<file path="src/rtl/jump_redirect_unit.sv">
// Decode-to-execute pipeline register that resolves JAL/JALR, pulses a redirect to fetch and
// squashes a fixed number of wrong-path instructions behind it.
module jump_redirect_unit #(
   parameter int unsigned FLUSH_CYCLES = 2,
   parameter int unsigned XLEN         = 32
) (
   input  logic            clk,
   input  logic            rstn,
   input  logic            in_valid,
   output logic            in_ready,
   input  logic [21:0]     in_ctrl,
   input  logic [XLEN-1:0] in_pc,
   input  logic [XLEN-1:0] in_rs1,
   input  logic [XLEN-1:0] in_imm,
   input  logic [4:0]      in_rd,
   output logic            out_valid,
   input  logic            out_ready,
   output logic [21:0]     out_ctrl,
   output logic [XLEN-1:0] out_pc,
   output logic [4:0]      out_rd,
   output logic [XLEN-1:0] out_link,
   output logic            redirect_valid,
   output logic [XLEN-1:0] redirect_pc,
   output logic            misalign_exc,
   output logic [2:0]      squash_cnt
);

   typedef enum logic [1:0] {StRun, StRedirect, StFlush} state_e;

   localparam logic [2:0] FlushInit = 3'(FLUSH_CYCLES);

   state_e            state_q, state_d;
   logic              out_valid_q, out_valid_d;
   logic [21:0]       out_ctrl_q, out_ctrl_d;
   logic [XLEN-1:0]   out_pc_q, out_pc_d;
   logic [4:0]        out_rd_q, out_rd_d;
   logic [XLEN-1:0]   out_link_q, out_link_d;
   logic [XLEN-1:0]   target_q, target_d;
   logic [2:0]        squash_q, squash_d;

   logic accept;
   logic is_jump;
   logic in_redirect;
   logic fire;
   logic misalign;

   assign is_jump     = in_ctrl[19];
   assign in_redirect = (state_q == StRedirect);
   assign in_ready    = !in_redirect && !(out_valid_q && !out_ready);
   assign accept      = in_valid && in_ready;
   assign fire        = in_redirect && !target_q[1];
   assign misalign    = in_redirect && target_q[1];

   always_comb begin
      state_d     = state_q;
      out_valid_d = out_valid_q;
      out_ctrl_d  = out_ctrl_q;
      out_pc_d    = out_pc_q;
      out_rd_d    = out_rd_q;
      out_link_d  = out_link_q;
      target_d    = target_q;
      squash_d    = squash_q;

      if (out_valid_q && out_ready) begin
         out_valid_d = 1'b0;
      end

      // Wrong-path instructions in FLUSH are consumed without ever reaching the output.
      if (accept && (state_q != StFlush)) begin
         out_valid_d = 1'b1;
         out_ctrl_d  = in_ctrl;
         out_pc_d    = in_pc;
         out_rd_d    = in_rd;
         out_link_d  = is_jump ? in_pc + XLEN'(4) : '0;
      end

      if (accept && is_jump && (state_q == StRun)) begin
         if (in_ctrl[8:7] == 2'b01) begin
            target_d = (in_rs1 + in_imm) & ~XLEN'(1);
         end else begin
            target_d = in_pc + in_imm;
         end
      end

      unique case (state_q)
         StRun: begin
            if (accept && is_jump) begin
               state_d = StRedirect;
            end
         end
         StRedirect: begin
            if (target_q[1]) begin
               out_ctrl_d[21] = 1'b0;
               state_d        = StRun;
            end else begin
               squash_d = FlushInit;
               state_d  = StFlush;
            end
         end
         StFlush: begin
            if (accept) begin
               squash_d = squash_q - 3'd1;
               if (squash_q == 3'd1) begin
                  state_d = StRun;
               end
            end
         end
         default: state_d = StRun;
      endcase
   end

   always_ff @(posedge clk or negedge rstn) begin
      if (!rstn) begin
         state_q     <= StRun;
         out_valid_q <= 1'b0;
         out_ctrl_q  <= '0;
         out_pc_q    <= '0;
         out_rd_q    <= '0;
         out_link_q  <= '0;
         target_q    <= '0;
         squash_q    <= '0;
      end else begin
         state_q     <= state_d;
         out_valid_q <= out_valid_d;
         out_ctrl_q  <= out_ctrl_d;
         out_pc_q    <= out_pc_d;
         out_rd_q    <= out_rd_d;
         out_link_q  <= out_link_d;
         target_q    <= target_d;
         squash_q    <= squash_d;
      end
   end

   assign out_valid      = out_valid_q;
   // A misaligned jump may still be visible during REDIRECT; suppress its link write at once.
   assign out_ctrl       = {out_ctrl_q[21] & ~misalign, out_ctrl_q[20:0]};
   assign out_pc         = out_pc_q;
   assign out_rd         = out_rd_q;
   assign out_link       = out_link_q;
   assign redirect_valid = fire;
   assign redirect_pc    = fire ? target_q : '0;
   assign misalign_exc   = misalign;
   assign squash_cnt     = fire ? FlushInit : squash_q;

endmodule

</file>
<file path="config.mk">
export PLATFORM = sky130hd
export DESIGN_NAME = jump_redirect_unit
export DESIGN_NICKNAME = d
export VERILOG_FILES = /design/src/rtl/jump_redirect_unit.sv
export SDC_FILE = /design/constraint.sdc
export NUM_CORES = 1
export LEC_CHECK = 0
export CELL_PAD_IN_SITES_DETAIL_PLACEMENT = 1
export CELL_PAD_IN_SITES_GLOBAL_PLACEMENT = 1
export CORE_UTILIZATION = 32
export CTS_CLUSTER_SIZE = 16
export DETAILED_ROUTE_END_ITERATION = 16
export PLACE_DENSITY = 0.86
export SETUP_SLACK_MARGIN = 0.15
export SKIP_CTS_REPAIR_TIMING = 1
export SLEW_MARGIN = 20
export SYNTH_ARGS = -nofsm -noshare
export SYNTH_HDL_FRONTEND = slang
export SYNTH_SLANG_ARGS = --single-unit
</file>
<file path="constraint.sdc">
create_clock -name clk -period 3.3 [get_ports clk]
set_input_delay 0.66 -clock clk [delete_from_list [all_inputs] [get_ports clk]]
set_output_delay 0.66 -clock clk [all_outputs]
set_load 0.1 [all_outputs]
</file>
### After elaboration in Yosys (flattened, before gate mapping)

Index checks and enable logic that the tools add are counted.

| cells by class | value |
|---|---|
| add/sub/neg operators | 4 |
| equality and inequality tests | 9 |
| muxes and demuxes | 17 |
| bitwise gates (word level) | 2 |
| reduce and logical (&&, ||, !) cells | 18 |

Operators with widths:

| operator | number |
|---|---|
| 32-bit 2-to-1 mux | 3 |
| 32-bit adder | 2 |
| 32-bit by 3-bit adder with 32-bit output (second input constant) | 1 |
| 22-bit 2-to-1 mux | 1 |
| 2-bit != test (second input constant) | 5 |
| 1-bit logical AND | 9 |
| 3-bit 2-to-1 mux | 3 |
| 2-bit 2-to-1 mux | 4 |
| 2-bit case mux with 3 select lines | 1 |
| 3-bit case mux with 2 select lines | 1 |
| 3-bit AND reduction | 2 |
| 2-bit by 1-bit == test with 1-bit output (second input constant) | 2 |
| 1-bit logical NOT | 4 |
| 1-bit 2-to-1 mux | 4 |
| 2-bit nonzero test | 2 |
| 3-bit by 1-bit == test with 1-bit output (second input constant) | 1 |
| 3-bit by 1-bit subtractor with 3-bit output (second input constant) | 1 |
| 2-bit == test (second input constant) | 1 |
| 2-bit logical NOT | 1 |
| 1-bit AND | 1 |
| 1-bit inverter | 1 |

| storage, ports and cells | value |
|---|---|
| register bits after elaboration | 129 |
| logic and storage cells | 59 |

### Depth between registers and ports, before layout

Gate-level depths: netlist of the first run.

| depth | value |
|---|---|
| depth in word-level cells | 9 |
| depth in mapped cells | 11 |
| mapped depth without buffers | 11 |

### Worst setup path after synthesis of the first run

OpenSTA, ideal clock, no wires.

| timing | value |
|---|---|
| kind | reg2reg |
| start point | register out_valid_q, in the netlist out_valid |
| end point | register target_q[15] |
| arrival | 3.687 ns |
| setup slack | -0.509 ns |
| stages on the path, launching flop included | 9 |
| buffers on the path | 2 |
| path through | dfrtp_1 > a21oi_1 > and2_1 > clkbuf_1 > nand3_1 > inv_1 > clkbuf_1 > nand3_1 > o221a_2 |

| on the way | value |
|---|---|
| longest elaborated chain between the ends | 6 |

RTL lines:

| item | line | source |
|---|---|---|
| start, declared | 33 | `logic out_valid_q, out_valid_d;` |
| start signal, assigned | 124 | `out_valid_q <= out_valid_d;` |
| 1-bit logical AND | 49 | `assign in_ready = !in_redirect && !(out_valid_q && !out_ready);` |
| 1-bit logical NOT | 49 |  |
| 1-bit logical AND | 49 |  |
| via in_ready | 10 | `output logic in_ready,` |
| 1-bit logical AND | 50 | `assign accept = in_valid && in_ready;` |
| 1-bit logical AND (2 in series) | 77 | `if (accept && is_jump && (state_q == StRun)) begin` |
| end signal, assigned | 129 | `target_q <= target_d;` |
| end, declared | 38 | `logic [XLEN-1:0] target_q, target_d;` |

The timed path passes the listed nets, and every way through them passes these cells.
A chain may end at the register's enable or synchronous reset.

### Final worst setup path of the first run

| timing | value |
|---|---|
| start point | input in_imm[3] |
| end point | register target_q[30] |

| on the way | value |
|---|---|
| longest elaborated chain between the ends | 2 |

RTL lines:

| item | line | source |
|---|---|---|
| start, declared | 14 | `input logic [XLEN-1:0] in_imm,` |
| 32-bit adder, on equally long branches | 81, 79 |  |
| 32-bit 2-to-1 mux * | 78 | `if (in_ctrl[8:7] == 2'b01) begin` |

Every way passes the cells marked *; elsewhere a longest branch is shown, timed or not.

==> results of run 1 <==
[Yosys cell counts (all sizes together) (2+ instances only)]
cell | count | share of area
and4 | 3 | 0.0032
and3 | 11 | 0.0082
xor2 | 35 | 0.034
ha | 64 | 0.089
inv | 17 | 0.0071
nor2b | 12 | 0.0083
nand2 | 286 | 0.12
or3 | 3 | 0.0021
o211ai | 7 | 0.0058
nor3 | 17 | 0.0094
nand4 | 7 | 0.0048
o221a | 2 | 0.0025
fa | 2 | 0.0044
a21o | 31 | 0.026
buf | 27 | 0.021
nor2 | 67 | 0.028
dfrtp | 129 | 0.36
a311oi | 2 | 0.0026
clkbuf | 39 | 0.016
xnor2 | 50 | 0.048
o31ai | 3 | 0.0025
o21bai | 2 | 0.0017
a221o | 2 | 0.0022
o21ai | 89 | 0.049
a31oi | 8 | 0.0055
o221ai | 3 | 0.0029
a211oi | 12 | 0.011
and2 | 38 | 0.027
o21a | 7 | 0.0058
nand2b | 10 | 0.0069
o22ai | 2 | 0.0014
a2111oi | 5 | 0.0055
or2 | 2 | 0.0014
a2bb2oi | 2 | 0.0019
a21oi | 76 | 0.042
nand3 | 39 | 0.022
[placed cells by master (no fill, tap or decap), types with 3 or more instances in the layout]
master,count
sky130_fd_sc_hd__o21ai_1,6
sky130_fd_sc_hd__o21a_1,7
sky130_fd_sc_hd__buf_4,263
sky130_fd_sc_hd__xor2_1,35
sky130_fd_sc_hd__nand4_1,7
sky130_fd_sc_hd__inv_1,16
sky130_fd_sc_hd__o21ai_0,83
sky130_fd_sc_hd__nor2_2,3
sky130_fd_sc_hd__nor2_1,64
sky130_fd_sc_hd__clkdlybuf4s50_1,111
sky130_fd_sc_hd__dfrtp_1,129
sky130_fd_sc_hd__buf_12,33
sky130_fd_sc_hd__inv_6,6
sky130_fd_sc_hd__xnor2_1,48
sky130_fd_sc_hd__a21oi_2,7
sky130_fd_sc_hd__nand3_1,39
sky130_fd_sc_hd__nor3_1,16
sky130_fd_sc_hd__ha_1,57
sky130_fd_sc_hd__and2_4,3
sky130_fd_sc_hd__nor2b_1,10
sky130_fd_sc_hd__a31oi_1,7
sky130_fd_sc_hd__a21oi_1,69
sky130_fd_sc_hd__bufinv_16,5
sky130_fd_sc_hd__ha_4,6
sky130_fd_sc_hd__dlymetal6s2s_1,14
sky130_fd_sc_hd__a211oi_2,3
sky130_fd_sc_hd__clkbuf_16,17
sky130_fd_sc_hd__a211oi_1,9
sky130_fd_sc_hd__and3_1,10
sky130_fd_sc_hd__or3_1,3
sky130_fd_sc_hd__nand2_1,285
sky130_fd_sc_hd__a2111oi_4,3
sky130_fd_sc_hd__o211ai_1,7
sky130_fd_sc_hd__and2_1,35
sky130_fd_sc_hd__nand2b_1,10
sky130_fd_sc_hd__a21o_1,31
[metal layers]
metal,vias to the layer above,track usage,share of wire
li1,4599,-,-
met1,4805,0.307,0.42
met2,277,0.443,0.49
met3,72,0.0347,0.047
met4,0,0.0995,0.034
met5,-,0,0
[critical path, cell delays in order]
cell and delay, ns:
sky130_fd_sc_hd__clkdlybuf4s50_1 0.54, sky130_fd_sc_hd__ha_1 0.28, sky130_fd_sc_hd__buf_4 0.16, sky130_fd_sc_hd__o211ai_1 0.26, sky130_fd_sc_hd__o211ai_1 0.22, sky130_fd_sc_hd__a21oi_2 0.31, sky130_fd_sc_hd__o221ai_4 0.17, sky130_fd_sc_hd__a2bb2oi_2 0.20
sky130_fd_sc_hd__a221o_1 0.31, sky130_fd_sc_hd__a21o_1 0.21, sky130_fd_sc_hd__xnor2_2 0.13, sky130_fd_sc_hd__o21ai_1 0.13
[worst min path at each step]
stage                            from             to  cells past startpoint
after floorplan                  rstn  out_ctrl_q[0]                      0
after global placement    target_q[0]    target_q[0]                      2
after detailed placement  target_q[0]    target_q[0]                      2
after CTS                        rstn      out_rd[3]                      1
after global routing             rstn      out_rd[3]                      1
final                            rstn    out_link[2]                      1
[power by group through the flow]
stage	clock [mW]	combinational, mW	sequential (mW)
4_1_cts	2.20	7.88	2.77
3_3_place_gp	0	7.68	2.72
3_5_place_dp	0	7.84	2.78
2_1_floorplan	0	3.03	5.54
5_1_grt	2.26	8.27	2.84
6_report	2.18	7.93	2.77
[area by class of cell]
cell class,instances,area [µm²]
Tap cell,378,473
Timing Repair Buffer,423,3940
Fill cell,3301,13700
Clock inverter,13,220
Sequential cell,129,3230
Inverter,17,63.8
Multi-Input combinational cell,916,5680
Clock buffer,19,443
[cell families (layout without fill, tap and decap cells)]
logic type      count (synthesis)  after routing  share of synthesized area
mux                             2              2                    0.00235
other cells                     1              1                   0.000415
flops                         129            129                      0.357
buf+inv                        83            472                     0.0444
compound gates                265            265                      0.180
fa+ha+maj                      66             66                     0.0930
simple gates                  497            497                      0.241
xor+xnor                       85             85                     0.0823
[metrics by stage]
step,power [mW],hold WS (ns),cells,utilization,cell area (µm²)
floorplan,8.57,0.364,1128,-,9050
detailed placement,10.6,0.461,1860,0.471,13100
finish,12.9,0.214,1895,0.506,14100
global placement,10.4,0.443,1860,0.471,13100
global route,13.4,0.243,1895,0.506,14100
CTS,12.8,0.222,1892,0.495,13700
[state kept, by name (all words and copies together), names as in the netlist]
signal and flops:
out_link 32, out_pc 32, target_q 32, out_ctrl_q 22, out_rd 5, squash_q 3, state_q 2, out_valid 1
==> results.sh, run 1 <==
export IMPL_run_status="completed"
export IMPL_globalRouteOverflowTotal=0
export IMPL_routabilityCongestion=0.917
export IMPL_final_period_minus_worst_setup_slack_ns=3.22
export IMPL_via_count_of_the_first_global_routing_pass=10316
export IMPL_ys_flop_type="sky130_fd_sc_hd__dfrtp_1"
export IMPL_detailroute_via_count=9753
export IMPL_floorplan_initialDensity=0.325
export IMPL_synth_seq_area_share=0.357
export IMPL_power_frac_comb=0.616
export IMPL_cts_max_path_buffers=2
export IMPL_power_share_clock=0.169
export IMPL_power_ir_vdd_worst_uv=456
export IMPL_power_switching_share=0.569
export IMPL_worst_hold_path_type="input pin to asynchronous set/reset pin"
export IMPL_clock_latency_ns=0.42
export IMPL_tritoncts_num_buffers=17
export IMPL_slew_limit_headroom=0.447
export IMPL_timing_critical_path_from_type="input pin"
export IMPL_critical_path_endpoint="target_q[30]"
export IMPL_die_area_mm2=0.0289
export IMPL_finalHoldViolations=0
export IMPL_clock_tree_root_cell="sky130_fd_sc_hd__clkbuf_16"
export IMPL_power_static_leakage_nw=6.75
export IMPL_regToRegStartpoint="state_q[0]"
export IMPL_post_syn_nets=1321
export IMPL_rrSetupSlack_ns=0.96
export IMPL_finalWirelength_um=37400
export IMPL_synth_async_sr_flop_share=1.00
export IMPL_synth_cell_area_mm2=0.00904
export IMPL_via_count_normalized_by_instance_count=5.15
export IMPL_timing_final_max_slew_violations=0
export IMPL_max_cap_violations=0
export IMPL_cts_num_sinks=129
export IMPL_grt_pass1_wl_um=55800
export IMPL_drt_iter0_drc=457
export IMPL_drt_pass1_iterations=4
export IMPL_reg2reg_depth=7
export IMPL_io_pins=257
export IMPL_pwr_density_cell_mw_per_mm2=916
export IMPL_num_rows=61
export IMPL_grt_start_max_net_pins=104
export IMPL_count_of_nets_left_with_antenna_violations_after_detail_routing=0
export IMPL_clkTransAtPathRegs_ns=0.07
export IMPL_wl_per_cell_um=19.7
export IMPL_finalNetCount=1697
export IMPL_rr_endpoint="out_link[13]"
export IMPL_io_buffer_count=255
export IMPL_detailedPlacementHpwl_um=28600
export IMPL_finalSetupViolCount=0
export IMPL_final_setup_skew_ns=0.0106
export IMPL_die_w_um=170
export IMPL_required_ns=3.65
export IMPL_setup_slack_ns=0.0844
export IMPL_critical_path_endpoint_type="flip-flop"
export IMPL_timing_worst_setup_path_type="input pin to flip-flop"
export IMPL_fmax_ghz=0.311
export IMPL_insertedDiodeCount=0
export IMPL_total_drc_errors_in_the_routed_layout=0
export IMPL_maximum_net_fanout_on_the_critical_path=3
export IMPL_detailedPlace_worstSlack_ns=-0.747
export IMPL_timing_setup_tns_ns=0
export IMPL_antenna_found_initial=0
export IMPL_htree_levels=4
export IMPL_netlist_instances=1128
export IMPL_post_synth_cell_area_avg_um2=8.02
export IMPL_seqPwrFrac=0.215
export IMPL_cts_tree="done"
export IMPL_final_period_utilization=0.974
export IMPL_share_of_layout_cells_above_drive_strength_1=0.250
export IMPL_power_net_switching_mw=7.32
export IMPL_synth_edf_count=0
export IMPL_startpoint="in_imm[3]"
export IMPL_gr_usage_all_layers=0.251
export IMPL_areaGrowthSynthToFinish_pct=55.5
export IMPL_yosys_cell_types_count=63
export IMPL_worst_ep_arrival_time_ns=3.57
export IMPL_worst_slew_pin_transition_ns=0.827
export IMPL_synthesis_yosys_warnings=0
export IMPL_design_core_area_mm2=0.0278
export IMPL_grt_setup_unrepaired="yes"
export IMPL_register_bit_count_reported_by_yosys=129
export IMPL_floorplan_die_height_um=170
export IMPL_cell_internal_pwr_mw=5.55
Note: power is estimated with default switching activity, not from simulation.
==> run 2, diff against run 1 <==
--- a/config.mk
+++ b/config.mk
@@ -5,6 +5,7 @@
 export SDC_FILE = /design/constraint.sdc
 export NUM_CORES = 1
 export LEC_CHECK = 0
+export ABC_AREA = 0
 export CELL_PAD_IN_SITES_DETAIL_PLACEMENT = 1
 export CELL_PAD_IN_SITES_GLOBAL_PLACEMENT = 1
 export CORE_UTILIZATION = 32
==> results of run 2 <==
The final DEF is identical to that of run 1; final timing and power are the same.
==> run 3, diff against run 2 <==
==> constraint.sdc (replaced) <==
create_clock -name clk -period 3.04 [get_ports clk]
set_input_delay 0.608 -clock clk [delete_from_list [all_inputs] [get_ports clk]]
set_output_delay 0.608 -clock clk [all_outputs]
set_load 0.1 [all_outputs]
==> run 3 against run 2 <==
  * Worst hold slack lost 0.049 ns
  * Largest power group unchanged
  * Utilization grew 2.2 points
  * Highest routed layer unchanged
  * Clock skew fell by 0.0019 ns
  * Combinational power is 11% higher
  * Register-to-register slack lost 0.21 ns
  * Count of clock-buffer cells in the layout unchanged
  * Critical path depth decreased by 1
  * Largest cell class unchanged
  * Flip-flop and latch count did not move
  * Sequential power up 8.3%
==> results.sh, run 3 (synthesis results as in run 1) <==
export IMPL_critical_path_endpoint_type="flip-flop"
export IMPL_worst_slew_pin_transition_ns=0.779
export IMPL_cts_num_sinks=129
export IMPL_max_cap_violations=0
export IMPL_share_of_layout_cells_above_drive_strength_1=0.295
export IMPL_wl_per_cell_um=20.8
export IMPL_run_status="completed"
export IMPL_cts_max_path_buffers=2
export IMPL_detailedPlacementHpwl_um=29700
export IMPL_total_drc_errors_in_the_routed_layout=0
export IMPL_die_area_mm2=0.0289
export IMPL_grt_pass1_wl_um=57700
export IMPL_globalRouteOverflowTotal=0
export IMPL_worst_hold_path_type="input pin to asynchronous set/reset pin"
export IMPL_tritoncts_num_buffers=17
export IMPL_rrSetupSlack_ns=0.75
export IMPL_sequential_cell_area_mm2=0.00323
export IMPL_required_ns=3.35
export IMPL_regToRegStartpoint="state_q[0]"
export IMPL_grt_start_max_net_pins=104
export IMPL_drt_iter0_drc=692
export IMPL_routabilityCongestion=0.864
export IMPL_io_pins=257
export IMPL_design_area_mm2=0.0147
export IMPL_finalSetupViolCount=0
export IMPL_via_count_of_the_first_global_routing_pass=10684
export IMPL_num_rows=61
export IMPL_htree_levels=4
export IMPL_slowest_stage="sky130_fd_sc_hd__clkdlybuf4s50_1"
export IMPL_power_ir_vdd_worst_uv=437
export IMPL_finalHoldViolations=0
export IMPL_top_library_cells_by_usage_in_the_layout_fill_and_taps_aside="sky130_fd_sc_hd__buf_4, sky130_fd_sc_hd__nand2_1, sky130_fd_sc_hd__dfrtp_1"
export IMPL_reg2reg_depth=8
export IMPL_power_static_leakage_nw=7.15
export IMPL_placedInstanceArea_mm2=0.0134
export IMPL_commonest_non_fill_non_tap_cell_in_the_layout="sky130_fd_sc_hd__buf_4"
export IMPL_report_power_total_mw=14.0
export IMPL_detailroute_via_count=10199
export IMPL_gr_usage_all_layers=0.258
export IMPL_clkTransAtPathRegs_ns=0.06
export IMPL_rr_endpoint="out_link[13]"
export IMPL_finalNetCount=1737
export IMPL_maximum_net_fanout_on_the_critical_path=4
export IMPL_cp_cell_instances="clkdlybuf4s50_1 > ha_4 > a21oi_2 > o21ai_1 > a2111o_1 > a211oi_2 > nor2_2 > and4_4 > a311oi_2 > xnor2_1 > o221a_1"
export IMPL_floorplan_initialDensity=0.325
export IMPL_cts_tree="done"
export IMPL_multiInputGateArea_mm2=0.00594
export IMPL_grt_setup_unrepaired="yes"
export IMPL_clock_latency_ns=0.42
export IMPL_count_of_nets_left_with_antenna_violations_after_detail_routing=0
export IMPL_floorplan_die_height_um=170
export IMPL_clock_tree_root_cell="sky130_fd_sc_hd__clkbuf_16"
export IMPL_via_count_normalized_by_instance_count=5.27
export IMPL_worst_ep_arrival_time_ns=3.28
export IMPL_worst_path_largest_cell_delay_ns=0.53
export IMPL_antenna_found_initial=1
export IMPL_areaGrowthSynthToFinish_pct=62.3
export IMPL_final_period_utilization=0.976
export IMPL_fmax_ghz=0.337
export IMPL_timing_critical_path_from_type="input pin"
export IMPL_final_setup_skew_ns=0.00879
export IMPL_fill_cells=3238
export IMPL_drt_pass1_iterations=5
export IMPL_timing_final_max_slew_violations=0
export IMPL_pwr_density_cell_mw_per_mm2=954
export IMPL_slew_limit_headroom=0.480
export IMPL_die_w_um=170
export IMPL_timing_worst_setup_path_type="input pin to flip-flop"
export IMPL_finalWirelength_um=40200
export IMPL_io_buffer_count=255
export IMPL_final_period_minus_worst_setup_slack_ns=2.97
export IMPL_design_core_area_mm2=0.0278
## run 3: changes by cell type in the layout (fill, tap and decap cells not counted), sizes merged
cell and delta:
clkinvlp +2, bufinv -2, inv -3, clkbuf +1, buf +40, diode +1, clkdlybuf4s50 -25, dlymetal6s2s +24
clkinv +3
## run 3: layout make-up
| class | count | area share |
|---|---|---|
| multi-input combinational | 916 | 0.404 |
| timing repair buffer | 463 | 0.297 |
| sequential | 129 | 0.220 |
| tap | 378 | 0.0322 |
| clock buffer | 19 | 0.0302 |
| clock inverter | 13 | 0.0121 |
| inverter | 17 | 0.00435 |
| antenna | 1 | 0.000170 |
## run 3: critical path: cells and delay by family
family / cells / cell delay [ns]
xor+xnor: 1 / 0.10
buf+inv: 1 / 0.53
fa+ha+maj: 1 / 0.24
compound gates: 6 / 1.48
simple gates: 2 / 0.32
## run 3: how the worst max path moves through the flow
| stage | start | to | depth (start not counted) |
|---|---|---|---|
| 2_1_floorplan | in_imm[0] | target_q[28] | 11 |
| 3_3_place_gp | in_imm[2] | target_q[31] | 13 |
| 3_5_place_dp | in_imm[2] | target_q[31] | 13 |
| 4_1_cts | in_imm[2] | target_q[31] | 13 |
| 5_1_grt | in_imm[17] | target_q[31] | 13 |
| 6_report | in_rs1[13] | target_q[28] | 11 |
## run 3: report_power, final
part,internal (mW),leakage (nW),switching (mW)
Combinational,2.13,5.25,6.69
Clock,1.33,0.296,0.841
Sequential,2.51,1.60,0.490
## run 3: routing by layer
metal	up-vias	wire length, µm	GRT usage
met2	396	20200	0.462
met3	108	1900	0.0307
met5	-	0	0
met4	0	1870	0.112
li1	4683	-	-
met1	5012	16200	0.309
## run 3: metrics by stage
step	TNS (ns)	worst slack (ns)	hold slack, ns	std cells	utilization
after floorplan	0	0.155	0.312	1128	-
after global placement	-6.55	-0.577	0.442	1892	0.483
after detailed placement	-8.14	-0.636	0.462	1892	0.483
after CTS	-0.828	-0.233	0.174	1924	0.505
after global routing	-0.0291	-0.0291	0.202	1936	0.528
final	0	0.0715	0.165	1936	0.528
